**src/rtl/serial_adder_subtractor.sv**
```systemverilog
// Digit-serial adder/subtractor: one DIGIT-bit slice per clock, LSB slice first.
// The result and flags are registered once, when the last slice completes.
//
// state | meaning
// ------+--------------------------------------------------------------
// IDLE  | waiting for in_start
// RUN   | adding one slice per cycle, N cycles total
// DONE  | result valid and ou_done high for one cycle; accepts new start
module serial_adder_subtractor #(
  parameter int WIDTH = 16,
  parameter int DIGIT = 4
) (
  input  logic             in_clk,
  input  logic             in_rst,
  input  logic             in_start,
  input  logic [WIDTH-1:0] in_a,
  input  logic [WIDTH-1:0] in_b,
  input  logic             in_c,
  input  logic             in_en,
  output logic [WIDTH-1:0] ou_s,
  output logic             ou_c,
  output logic             ou_v,
  output logic             ou_z,
  output logic             ou_busy,
  output logic             ou_done
);

  localparam int N  = WIDTH / DIGIT;
  localparam int CW = (N > 1) ? $clog2(N) : 1;

  generate
    if ((WIDTH < 2) || (DIGIT < 1) || (DIGIT > WIDTH) || ((WIDTH % DIGIT) != 0)) begin : g_bad_params
      $error("serial_adder_subtractor: WIDTH must be >= 2 and an integer multiple of DIGIT");
    end
  endgenerate

  typedef enum logic [1:0] {IDLE, RUN, DONE} state_t;

  state_t           state;
  state_t           state_nxt;
  logic [WIDTH-1:0] a_q;
  logic [WIDTH-1:0] b_q;
  logic [WIDTH-1:0] sum_q;
  logic [WIDTH-1:0] sum_nxt;
  logic             carry_q;
  logic [CW-1:0]    cnt_q;
  logic             last;
  logic             accept;
  logic [DIGIT:0]   slice;
  logic             msb_cin;

  assign accept = (state != RUN) && in_start;
  assign last   = (cnt_q == CW'(N - 1));

  // a_q/b_q shift right each cycle, so the current slice always sits at the bottom
  assign slice   = {1'b0, a_q[DIGIT-1:0]} + {1'b0, b_q[DIGIT-1:0]} + {{DIGIT{1'b0}}, carry_q};
  assign sum_nxt = (sum_q >> DIGIT) | (WIDTH'(slice[DIGIT-1:0]) << (WIDTH - DIGIT));
  // In the final slice the top operand bits are the MSBs; recover the carry into the MSB
  assign msb_cin = a_q[DIGIT-1] ^ b_q[DIGIT-1] ^ slice[DIGIT-1];

  always_ff @(posedge in_clk) begin
    if (in_rst) state <= IDLE;
    else        state <= state_nxt;
  end

  always_comb begin
    state_nxt = state;
    case (state)
      IDLE:    state_nxt = in_start ? RUN : IDLE;
      RUN:     state_nxt = last ? DONE : RUN;
      DONE:    state_nxt = in_start ? RUN : IDLE;
      default: state_nxt = IDLE;
    endcase
  end

  always_comb begin
    ou_busy = 1'b0;
    ou_done = 1'b0;
    case (state)
      RUN:     ou_busy = 1'b1;
      DONE:    ou_done = 1'b1;
      default: ;
    endcase
  end

  always_ff @(posedge in_clk) begin
    if (in_rst) begin
      a_q     <= '0;
      b_q     <= '0;
      sum_q   <= '0;
      carry_q <= 1'b0;
      cnt_q   <= '0;
      ou_s    <= '0;
      ou_c    <= 1'b0;
      ou_v    <= 1'b0;
      ou_z    <= 1'b0;
    end else if (accept) begin
      a_q     <= in_a;
      b_q     <= in_en ? ~in_b : in_b;
      carry_q <= in_c;
      sum_q   <= '0;
      cnt_q   <= '0;
    end else if (state == RUN) begin
      a_q     <= a_q >> DIGIT;
      b_q     <= b_q >> DIGIT;
      sum_q   <= sum_nxt;
      carry_q <= slice[DIGIT];
      cnt_q   <= cnt_q + CW'(1);
      if (last) begin
        ou_s <= sum_nxt;
        ou_c <= slice[DIGIT];
        ou_v <= msb_cin ^ slice[DIGIT];
        ou_z <= (sum_nxt == '0);
      end
    end
  end

endmodule

```
**config.mk**
```make
export PLATFORM = sky130hd
export DESIGN_NAME = serial_adder_subtractor
export DESIGN_NICKNAME = d
export VERILOG_FILES = /design/src/rtl/serial_adder_subtractor.sv
export SDC_FILE = /design/constraint.sdc
export NUM_CORES = 1
export LEC_CHECK = 0
export ABC_CLOCK_PERIOD_IN_PS = 2850
export CORE_ASPECT_RATIO = 0.75
export CORE_UTILIZATION = 55
export CTS_BUF_LIST = sky130_fd_sc_hd__clkbuf_2
export DETAILED_ROUTE_END_ITERATION = 10
export PLACE_DENSITY = 0.81
export SLEW_MARGIN = 5
export SYNTH_ARGS = -nofsm -noshare
export SYNTH_HDL_FRONTEND = slang
export SYNTH_SLANG_ARGS = --single-unit
export TNS_END_PERCENT = 5
```
**constraint.sdc**
```tcl
create_clock -name in_clk -period 2.85 [get_ports in_clk]
set_clock_uncertainty 0.05 [all_clocks]
set_input_delay 0.57 -clock in_clk [delete_from_list [all_inputs] [get_ports in_clk]]
set_output_delay 0.57 -clock in_clk [all_outputs]
set_load 0.005 [all_outputs]
```
==> run metrics <==
status completed; Worst R2R End ou_z$_SDFFE_PP0P_; Die ar. 5790 um^2; drt drc 0; hold path endpoint ou_s[15]$_SDFFE_PP0P_; Post-Syn Area per Cell about 8.8 um^2; Worst-Margin Slew approximately 0.70 ns; Final Cycle Share 0.876; via count around 2,500; flop2flop setup slack approximately 0.79 ns; Post-synth ARST share 0; Root Driver clkbuf_2; Sink Count 68; CP Buf/Inv Count 2; top cell type's share of synthesized area 0.451; library cells used by synthesis 35; worst stage delay on the critical path 0.57 ns; Cells after Synth between 300 and 400; DR vias/cell 5.37; post-synthesis cell area 3020 um^2; Worst Setup End Kind output port; Final min period 2.50 ns; delay-heaviest family, CP buffers and inverters; most instantiated cells after synthesis dfxtp_1 (68), nor2_1 (56), nand2_1 (48); vias in the first global route between 2,000 and 2,500; f_max around 400 MHz; hold path start in_rst; synthesized net count about 390; count leader, synth dfxtp_1; critical path arrival 1.88 ns; fin area 3710 um^2; post-route ant nets 0; first-pass GRT wire length roughly 10,000 um; YS warnings 0; Synth Flop Type dfxtp_1; Ant. Diodes 0; fin nets about 430; Hold Crit Class input pin to register; DP HPWL about 4200 um; power density over the cells 551 nW/um^2; Yosys reg bits 68; Die Y about 66 um; # hold bufs at CTS 0; grt ovf 0; Max Slew Vio Count 0; Routed Wire Length between 6000 and 7000 um; R2R cell count 6; Leakage ~1.4 nW; Hold Crit Depth 4; Skew-Pair Late Insertion Delay ~0.49 ns; Setup CP Type register to output port; Floorplan Core Area 5090 um^2; I/O Pins a little under 60; setup bufs post-CTS 0; layout cells sized above 1 0.111; final setup violation count 0; RR Startpoint a_q[0]$_SDFFE_PP0P_; worst endpoint required time about 2.2 ns; # port buffers between 50 and 60; Initial Util 0.593; dominant cells by area after synthesis dfxtp_1 (45%), a211oi_1 (7.5%), nor2_1 (7.0%), nand2_1 (6.0%), mux2i_1 (5.3%); largest net degree at the start of global routing 47; clock tree buffer depth 2; slew margin rel. 0.534; Seq/Total Area, Yosys 0.451; Worst Hold Slack about 0.39 ns; largest area contributor in the netlist dfxtp_1; # fillers 390; post-DR wirelength/cell approximately 13 um; RSZ-0062 raised after global routing no; Fin. Hold Viols 0; utilization after layout 0.728; Die W 87.6 um; clock slew at reported path FFs ~0.18 ns; row count 22; Max H-tree Level 3; Worst setup SP type register; gpl congestion between 0.8 and 0.9; max-cap viol count 0; count of flip-flops with a built-in enable after synthesis 0; DRT iter0 DRCs between 100 and 150; worst path cell trace nand2b_1 > inv_6 > clkdlybuf4s50_1; area delta synth->final 22.7%; CTS buffer count 9; Max VDD drop 0.000266 V; setup_tns 0 ns; CTS tree done; CTS resizes 0; slowest CP cell clkdlybuf4s50_1; gr usage total 0.239; CP Max Fanout between 40 and 50; Placed Area about 3500 um^2; initial antenna violation count 0; drt pass-1 iters 4
power breakdown:
group	switching (mW)	internal, mW
Combinational	0.158	0.140
Sequential	0.0306	0.998
Clock	0.343	0.375
state kept, by name, indices dropped and copies added (netlist names):
| name | cells |
|---|---|
| a_q | 16 |
| b_q | 16 |
| carry_q | 1 |
| cnt_q | 2 |
| ou_c | 1 |
| ou_s | 16 |
| ou_v | 1 |
| ou_z | 1 |
| state | 2 |
| sum_q | 12 |
stage by stage:
stage / total power, mW / setup slack, ns / instances
after floorplan: 1.25 / 0.912 / 343
after global placement: 1.33 / 0.850 / 451
after detailed placement: 1.34 / 0.815 / 451
after CTS: 2.06 / 0.311 / 467
after global routing: 2.14 / 0.193 / 467
final: 2.04 / 0.354 / 467
how the worst max path moves through the flow:
stage                              to  depth (start not counted)                start
finish                        ou_busy                          3  state[1]$_SDFF_PP0_
global route                  ou_busy                          3  state[0]$_SDFF_PP0_
CTS                           ou_busy                          3  state[1]$_SDFF_PP0_
detailed placement  ou_v$_SDFFE_PP0P_                          6  a_q[0]$_SDFFE_PP0P_
global placement    ou_v$_SDFFE_PP0P_                          6  a_q[0]$_SDFFE_PP0P_
floorplan           ou_v$_SDFFE_PP0P_                          6  a_q[0]$_SDFFE_PP0P_
routing by layer:
| metal | GRT usage | wire length, um | vias up | share of wire |
|---|---|---|---|---|
| li1 | - | - | 1265 | - |
| met1 | 0.313 | 3040 | 1140 | 0.48 |
| met2 | 0.377 | 2800 | 96 | 0.44 |
| met3 | 0.0737 | 385 | 7 | 0.061 |
| met4 | 0.0738 | 74 | 0 | 0.012 |
| met5 | 0 | 0 | - | 0 |
final cells by class:
type                            count  area, um^2  area share
Multi-Input combinational cell    245        1470       0.398
Tap cell                           72        90.1      0.0243
Timing Repair Buffer               63         606       0.163
Clock buffer                        9        45.0      0.0121
Inverter                            3        16.3     0.00439
Sequential cell                    68        1360       0.367
Clock inverter                      7         115      0.0310
cells in the final DEF (no fill, tap or decap), drive strengths merged, types with 2 or more instances in the layout:
cell / count
buf: 8
clkinv: 3
a21oi: 40
inv: 3
clkdlybuf4s50: 55
a211oi: 32
nor3: 2
nor2b: 2
a21o: 2
xnor2: 18
nor4: 4
bufinv: 3
nor2: 56
nand3: 2
fa: 2
dfxtp: 68
clkbuf: 9
nand2: 56
mux2i: 16
ha: 4
kinds of logic (layout without fill, tap and decap cells):
kind of cell | after synthesis | in the layout | share of synthesized area
AND/OR/NAND/NOR | 127 | 127 | 0.177
AO/OA/AOI/OAI | 77 | 77 | 0.173
flip-flops | 68 | 68 | 0.451
buffers and inverters | 30 | 82 | 0.0613
XOR/XNOR | 19 | 19 | 0.0551
multiplexers | 16 | 16 | 0.0530
adder cells (fa/ha/maj) | 6 | 6 | 0.0298
tightest hold or removal path, delay by kind of cell:
family	cells	cell delay [ns]
AO/OA/AOI/OAI	1	0.06
buffers and inverters	2	0.18
AND/OR/NAND/NOR	1	0.10
(Power assumes the default switching activity.)
